[config.mk]
export PLATFORM = sky130hd
export DESIGN_NAME = pipe_shifter
export DESIGN_NICKNAME = d
export VERILOG_FILES = /design/src/rtl/pipe_shifter.sv
export SDC_FILE = /design/constraint.sdc
export NUM_CORES = 1
export LEC_CHECK = 0
export BUFFER_PORTS_ARGS = -buffer_cell sky130_fd_sc_hd__buf_4
export CORE_MARGIN = 2
export CORE_UTILIZATION = 45
export DETAILED_ROUTE_END_ITERATION = 10
export PLACE_DENSITY = 0.7
export RECOVER_POWER = 25
export SKIP_CTS_REPAIR_TIMING = 1
export SLEW_MARGIN = 10
export SYNTH_ARGS = -nofsm -noshare
export SYNTH_HDL_FRONTEND = slang
export SYNTH_SLANG_ARGS = --single-unit
[constraint.sdc]
create_clock -name clk -period 4.88 [get_ports clk]
set_input_delay 0.488 -clock clk [delete_from_list [all_inputs] [get_ports clk]]
set_output_delay 0.488 -clock clk [all_outputs]
set_load 0.02 [all_outputs]
[src/rtl/pipe_shifter.sv]
// ---------------------------------------------------------------------------
// pipe_shifter
//
// Pipelined barrel shifter for the datapath ALU. One shift level is
// applied per pipeline stage: stage k shifts by 2^k when the shift-amount
// bit it is given is set, and passes the value through otherwise. A
// single global advance enable moves the whole pipe one stage at a time,
// so every stage either advances together or holds together.
//
// Ports:
//   clk        clock, all state updates on the rising edge
//   rst_n      synchronous active-low reset
//   in_valid   input beat present
//   in_ready   block can accept a beat this cycle (combinational from
//              out_valid / out_ready)
//   in_data    operand, WIDTH bits
//   in_shamt   shift amount, SHW bits (0 .. WIDTH-1)
//   in_op      0 pass, 1 sll, 2 srl, 3 sra, 4 rol, 5 ror, 6/7 illegal
//   out_valid  result beat present
//   out_ready  consumer accepts the result this cycle
//   out_data   shifted result, WIDTH bits
//   out_zero   out_data == 0 (meaningful while out_valid = 1)
//   out_err    the beat carried an illegal op (data passed unchanged)
// ---------------------------------------------------------------------------
module pipe_shifter #(
    parameter  int WIDTH = 16,
    localparam int SHW   = $clog2(WIDTH)
) (
    input  logic             clk,
    input  logic             rst_n,
    input  logic             in_valid,
    output logic             in_ready,
    input  logic [WIDTH-1:0] in_data,
    input  logic [SHW-1:0]   in_shamt,
    input  logic [2:0]       in_op,
    output logic             out_valid,
    input  logic             out_ready,
    output logic [WIDTH-1:0] out_data,
    output logic             out_zero,
    output logic             out_err
);

    typedef enum logic [2:0] {
        OP_PASS = 3'd0,
        OP_SLL  = 3'd1,
        OP_SRL  = 3'd2,
        OP_SRA  = 3'd3,
        OP_ROL  = 3'd4,
        OP_ROR  = 3'd5
    } op_e;

    // Per-stage registers. The last stage keeps only data and valid, and
    // folds its op into the registered err flag; the stages before it also
    // carry op, original sign and the not-yet-consumed shift-amount bits.
    logic [WIDTH-1:0] data_q  [SHW];
    logic [SHW-1:0]   valid_q;
    logic [2:0]       op_q    [SHW-1];
    logic [SHW-2:0]   sign_q;
    logic [SHW-1:0]   shamt_q [SHW-1];
    logic             err_q;
    logic             zero_q;

    // Stage inputs (from in_* for stage 0, from the previous stage
    // otherwise) and the shifted value each stage would load.
    logic [WIDTH-1:0] src_data  [SHW];
    logic [2:0]       src_op    [SHW];
    logic [SHW-1:0]   src_sign;
    logic [SHW-1:0]   src_shamt [SHW];
    logic [WIDTH-1:0] nxt_data  [SHW];

    logic adv;

    // One shift level. Arithmetic right shift fills with the sign of the
    // original operand, which travels down the pipe, never with the MSB
    // of an intermediate value. Pass and the illegal ops leave data as is.
    function automatic logic [WIDTH-1:0] shift_level(
        input logic [WIDTH-1:0] d,
        input logic             sign,
        input logic [2:0]       op,
        input logic             en,
        input int               amt
    );
        logic [WIDTH-1:0] ones;
        logic [WIDTH-1:0] r;
        ones = '1;
        r    = d;
        if (en) begin
            case (op)
                OP_SLL:  r = d << amt;
                OP_SRL:  r = d >> amt;
                OP_SRA:  r = (d >> amt) | (sign ? ~(ones >> amt) : '0);
                OP_ROL:  r = (d << amt) | (d >> (WIDTH - amt));
                OP_ROR:  r = (d >> amt) | (d << (WIDTH - amt));
                default: r = d;
            endcase
        end
        return r;
    endfunction

    // The whole pipe advances whenever the output slot is empty or being
    // drained; this is also the only input-to-output combinational path.
    assign adv       = !out_valid || out_ready;
    assign in_ready  = adv;
    assign out_valid = valid_q[SHW-1];
    assign out_data  = data_q[SHW-1];
    assign out_zero  = zero_q;
    assign out_err   = err_q;

    // Stage input selection and per-stage shift. Each stage consumes bit 0
    // of the shift amount it receives and hands the remaining bits on,
    // shifted down by one, so stage k always looks at original bit k.
    always_comb begin
        src_data[0]  = in_data;
        src_op[0]    = in_op;
        src_sign[0]  = in_data[WIDTH-1];
        src_shamt[0] = in_shamt;
        for (int k = 1; k < SHW; k++) begin
            src_data[k]  = data_q[k-1];
            src_op[k]    = op_q[k-1];
            src_sign[k]  = sign_q[k-1];
            src_shamt[k] = shamt_q[k-1];
        end
        for (int k = 0; k < SHW; k++) begin
            nxt_data[k] = shift_level(src_data[k], src_sign[k], src_op[k],
                                      src_shamt[k][0], 1 << k);
        end
    end

    // Pipeline registers. Reset clears everything, including data, so the
    // outputs read 0 rather than X. Stage 0 only samples operands on an
    // accepted beat; later stages advance bubbles exactly like full beats.
    // The zero and error flags are produced in the last stage from the
    // final data and the op that travelled with it.
    always_ff @(posedge clk) begin
        if (!rst_n) begin
            valid_q <= '0;
            sign_q  <= '0;
            err_q   <= 1'b0;
            zero_q  <= 1'b0;
            for (int k = 0; k < SHW; k++) begin
                data_q[k] <= '0;
            end
            for (int k = 0; k < SHW - 1; k++) begin
                op_q[k]    <= '0;
                shamt_q[k] <= '0;
            end
        end else if (adv) begin
            valid_q <= {valid_q[SHW-2:0], in_valid};
            if (in_valid) begin
                data_q[0]  <= nxt_data[0];
                op_q[0]    <= src_op[0];
                sign_q[0]  <= src_sign[0];
                shamt_q[0] <= src_shamt[0] >> 1;
            end
            for (int k = 1; k < SHW; k++) begin
                data_q[k] <= nxt_data[k];
            end
            for (int k = 1; k < SHW - 1; k++) begin
                op_q[k]    <= src_op[k];
                sign_q[k]  <= src_sign[k];
                shamt_q[k] <= src_shamt[k] >> 1;
            end
            err_q  <= src_op[SHW-1][2] & src_op[SHW-1][1];
            zero_q <= (nxt_data[SHW-1] == '0);
        end
    end

endmodule

==> out/qor.yml <==
start_util_pct: 45.6
grt_start_max_net_pins: 37
synth_top_area_share_pct: 46.2
worstMarginPinSlew_ns: 1.06
cts_buffers: 9
grt_use_total_pct: 16.6
place_area_um2: 5380
slew-limit-headroom_pct: 27.4
reg2reg_from: "valid_q[3]"
setup.worst_path.end_class: "register"
grt_pass1_wl_mm: 17.1
clock.fmax_mhz: 340
slew_viol_final: 0
setup_tns_ns: 0
rows: 39
finalPower_mw: 1.84
cp.required_ns: 4.96
yosys_most_used_dff: "edfxtp_1"
drv_cap: 0
vias: 3885
path_max_fanout: 34
hold_violations: 0
num_io_pins: 47
htreeDepth: 3
syn-num-nets: 546
max-vdd-ir-drop_mv: 0.182
fin_crit_sh_pct: 60.2
viasPerCell: 5.81
syn_area_per_cell_um2: 9.90
antenna_found_initial: 0
final-setup-viol-count: 0
p_leak_nw: 2.16
clockBufferDepth: 2
startpoint_type: "register"
worst_skew_pair.late_latency_ns: 0.33
synthTopCellsByCount: "edfxtp_1 (79), nor2_1 (79), a22oi_1 (36)"
hold_path.class: "primary input to register"
worstSetupStartpoint: "valid_q[3]"
ys_warn_count: 0
grt_overflow: 0
core_area_um2: 11300
fillers: 1048
netlist_area_um2: 5140
synthArstFlopShare_pct: 0
ys_seq_area_share_pct: 49.7
ys_types: 49
layout_min_cycle_time_ns: 2.94
die_area_um2: 12300
nNetsFinal: 548
die_h_um: 111
cts_tree: "yes"
path_clk_slew_ns: 0.06
hp-start: "in_data[15]"
wirelength_mm: 10.0
min_path_cells: 3
first_iter_violations: 180
rsz0062_at_grt: "false"
first_pass_iters: 5
crit_arrival_ns: 3.02
synth-edff-count: 79
wl_per_cell_um: 15.0
synth_area_leaders: "edfxtp_1 (46%), nor2_1 (5.8%), a22oi_1 (5.3%), a22o_1 (4.4%), mux2i_1 (3.7%)"
gp_congestion: 0.904
cellPowerDensity_nw_per_um2: 330
final_area_um2: 5580
diodes: 0
area_growth_pct: 8.69
antenna_left: 0
cts.sinks: 88
final_layout_size_suffix_gt1_share_pct: 10.3
grt_pass1_vias: 3729
crit_type: "register to register"
status: "finished clean"
drcViolationCount: 0
die_w_um: 111
synthCells: 519
r2r_cells: 5
clock-root-buffer: "clkbuf_16"
io_buffers: 46
fin_worst_skew_ns: 0.00576
place_hpwl_mm: 7.31
yosys.area.top_type: "edfxtp_1"
synth-seq-cells: 88
-- routing by layer --
layer	track usage, %	vias up	wire length [um]
met5	0	-	0
met4	9.58	0	288
met3	1.91	22	333
met2	29.7	96	5210
met1	19.3	1822	4190
li1	-	1945	-
-- where the power goes --
group | internal [mW] | switching (mW) | leakage [nW]
Combinational | 0.111 | 0.139 | 1.02
Clock | 0.364 | 0.285 | 0.142
Sequential | 0.880 | 0.0642 | 0.999
-- worst paths after layout --
check	to	slack (ns)
worst min-delay path	sign_q[0]	0.46
worst max-delay path	data_q[0][27]	1.94
worst max register to register	data_q[0][27]	1.94
worst min register to register	out_err	0.47
-- area by class of cell --
cell class / instances / area, um^2 / share of cell area (%)
tap: 143 / 179 / 3.20
clock buffer: 11 / 243 / 4.35
clock inverter: 5 / 36.3 / 0.650
inverter: 13 / 48.8 / 0.874
sequential: 88 / 2550 / 45.7
timing repair buffer: 49 / 297 / 5.31
multi-input combinational: 360 / 2230 / 39.9
-- critical path, stage by stage, from the launching register on --
cell and delay, ns:
dfxtp_1 0.33, nor2b_1 0.53, inv_1 0.45, nand2_1 0.92
buf_4 0.36, nor2_1 0.08
-- sequential cells by signal (all words and copies together), names as in the netlist --
register and cells:
sign_q 3, out_zero 1, data_q 64, shamt_q 6, valid_q 4, op_q 9
out_err 1
-- cells by family (layout without fill, tap and decap cells) --
kind of cell    after synthesis  in the layout  synth area share, %
flops                        88             88                 49.7
compound gates              171            171                 23.6
xor+xnor                      3              3                0.512
simple gates                160            160                 14.1
mux                          26             26                 5.24
buf+inv                      71             78                 6.94
-- metrics by stage --
step	hold WS (ns)	setup slack (ns)	util [%]	instances
2_1_floorplan	0.434	2.27	-	519
3_3_place_gp	0.446	1.98	47.7	653
3_5_place_dp	0.461	1.88	47.7	653
4_1_cts	0.455	2.11	50.2	669
5_1_grt	0.470	1.68	49.5	669
6_report	0.463	1.94	49.5	669
-- placed cells by master (no fill, tap or decap), types with 11 or more instances in the layout --
cell type | netlist | final
nor2_1 | 79 | 79
edfxtp_1 | 79 | 79
a22oi_1 | 36 | 36
nand2_1 | 33 | 33
buf_4 | 16 | 30
a22o_1 | 26 | 26
o21ai_0 | 22 | 22
a21oi_1 | 21 | 21
clkbuf_1 | 25 | 20
mux2i_1 | 19 | 19
and3_1 | 15 | 15
inv_1 | 12 | 13
o21ai_1 | 13 | 13
nor2b_1 | 11 | 11
Power figures use the tool's default switching activity.
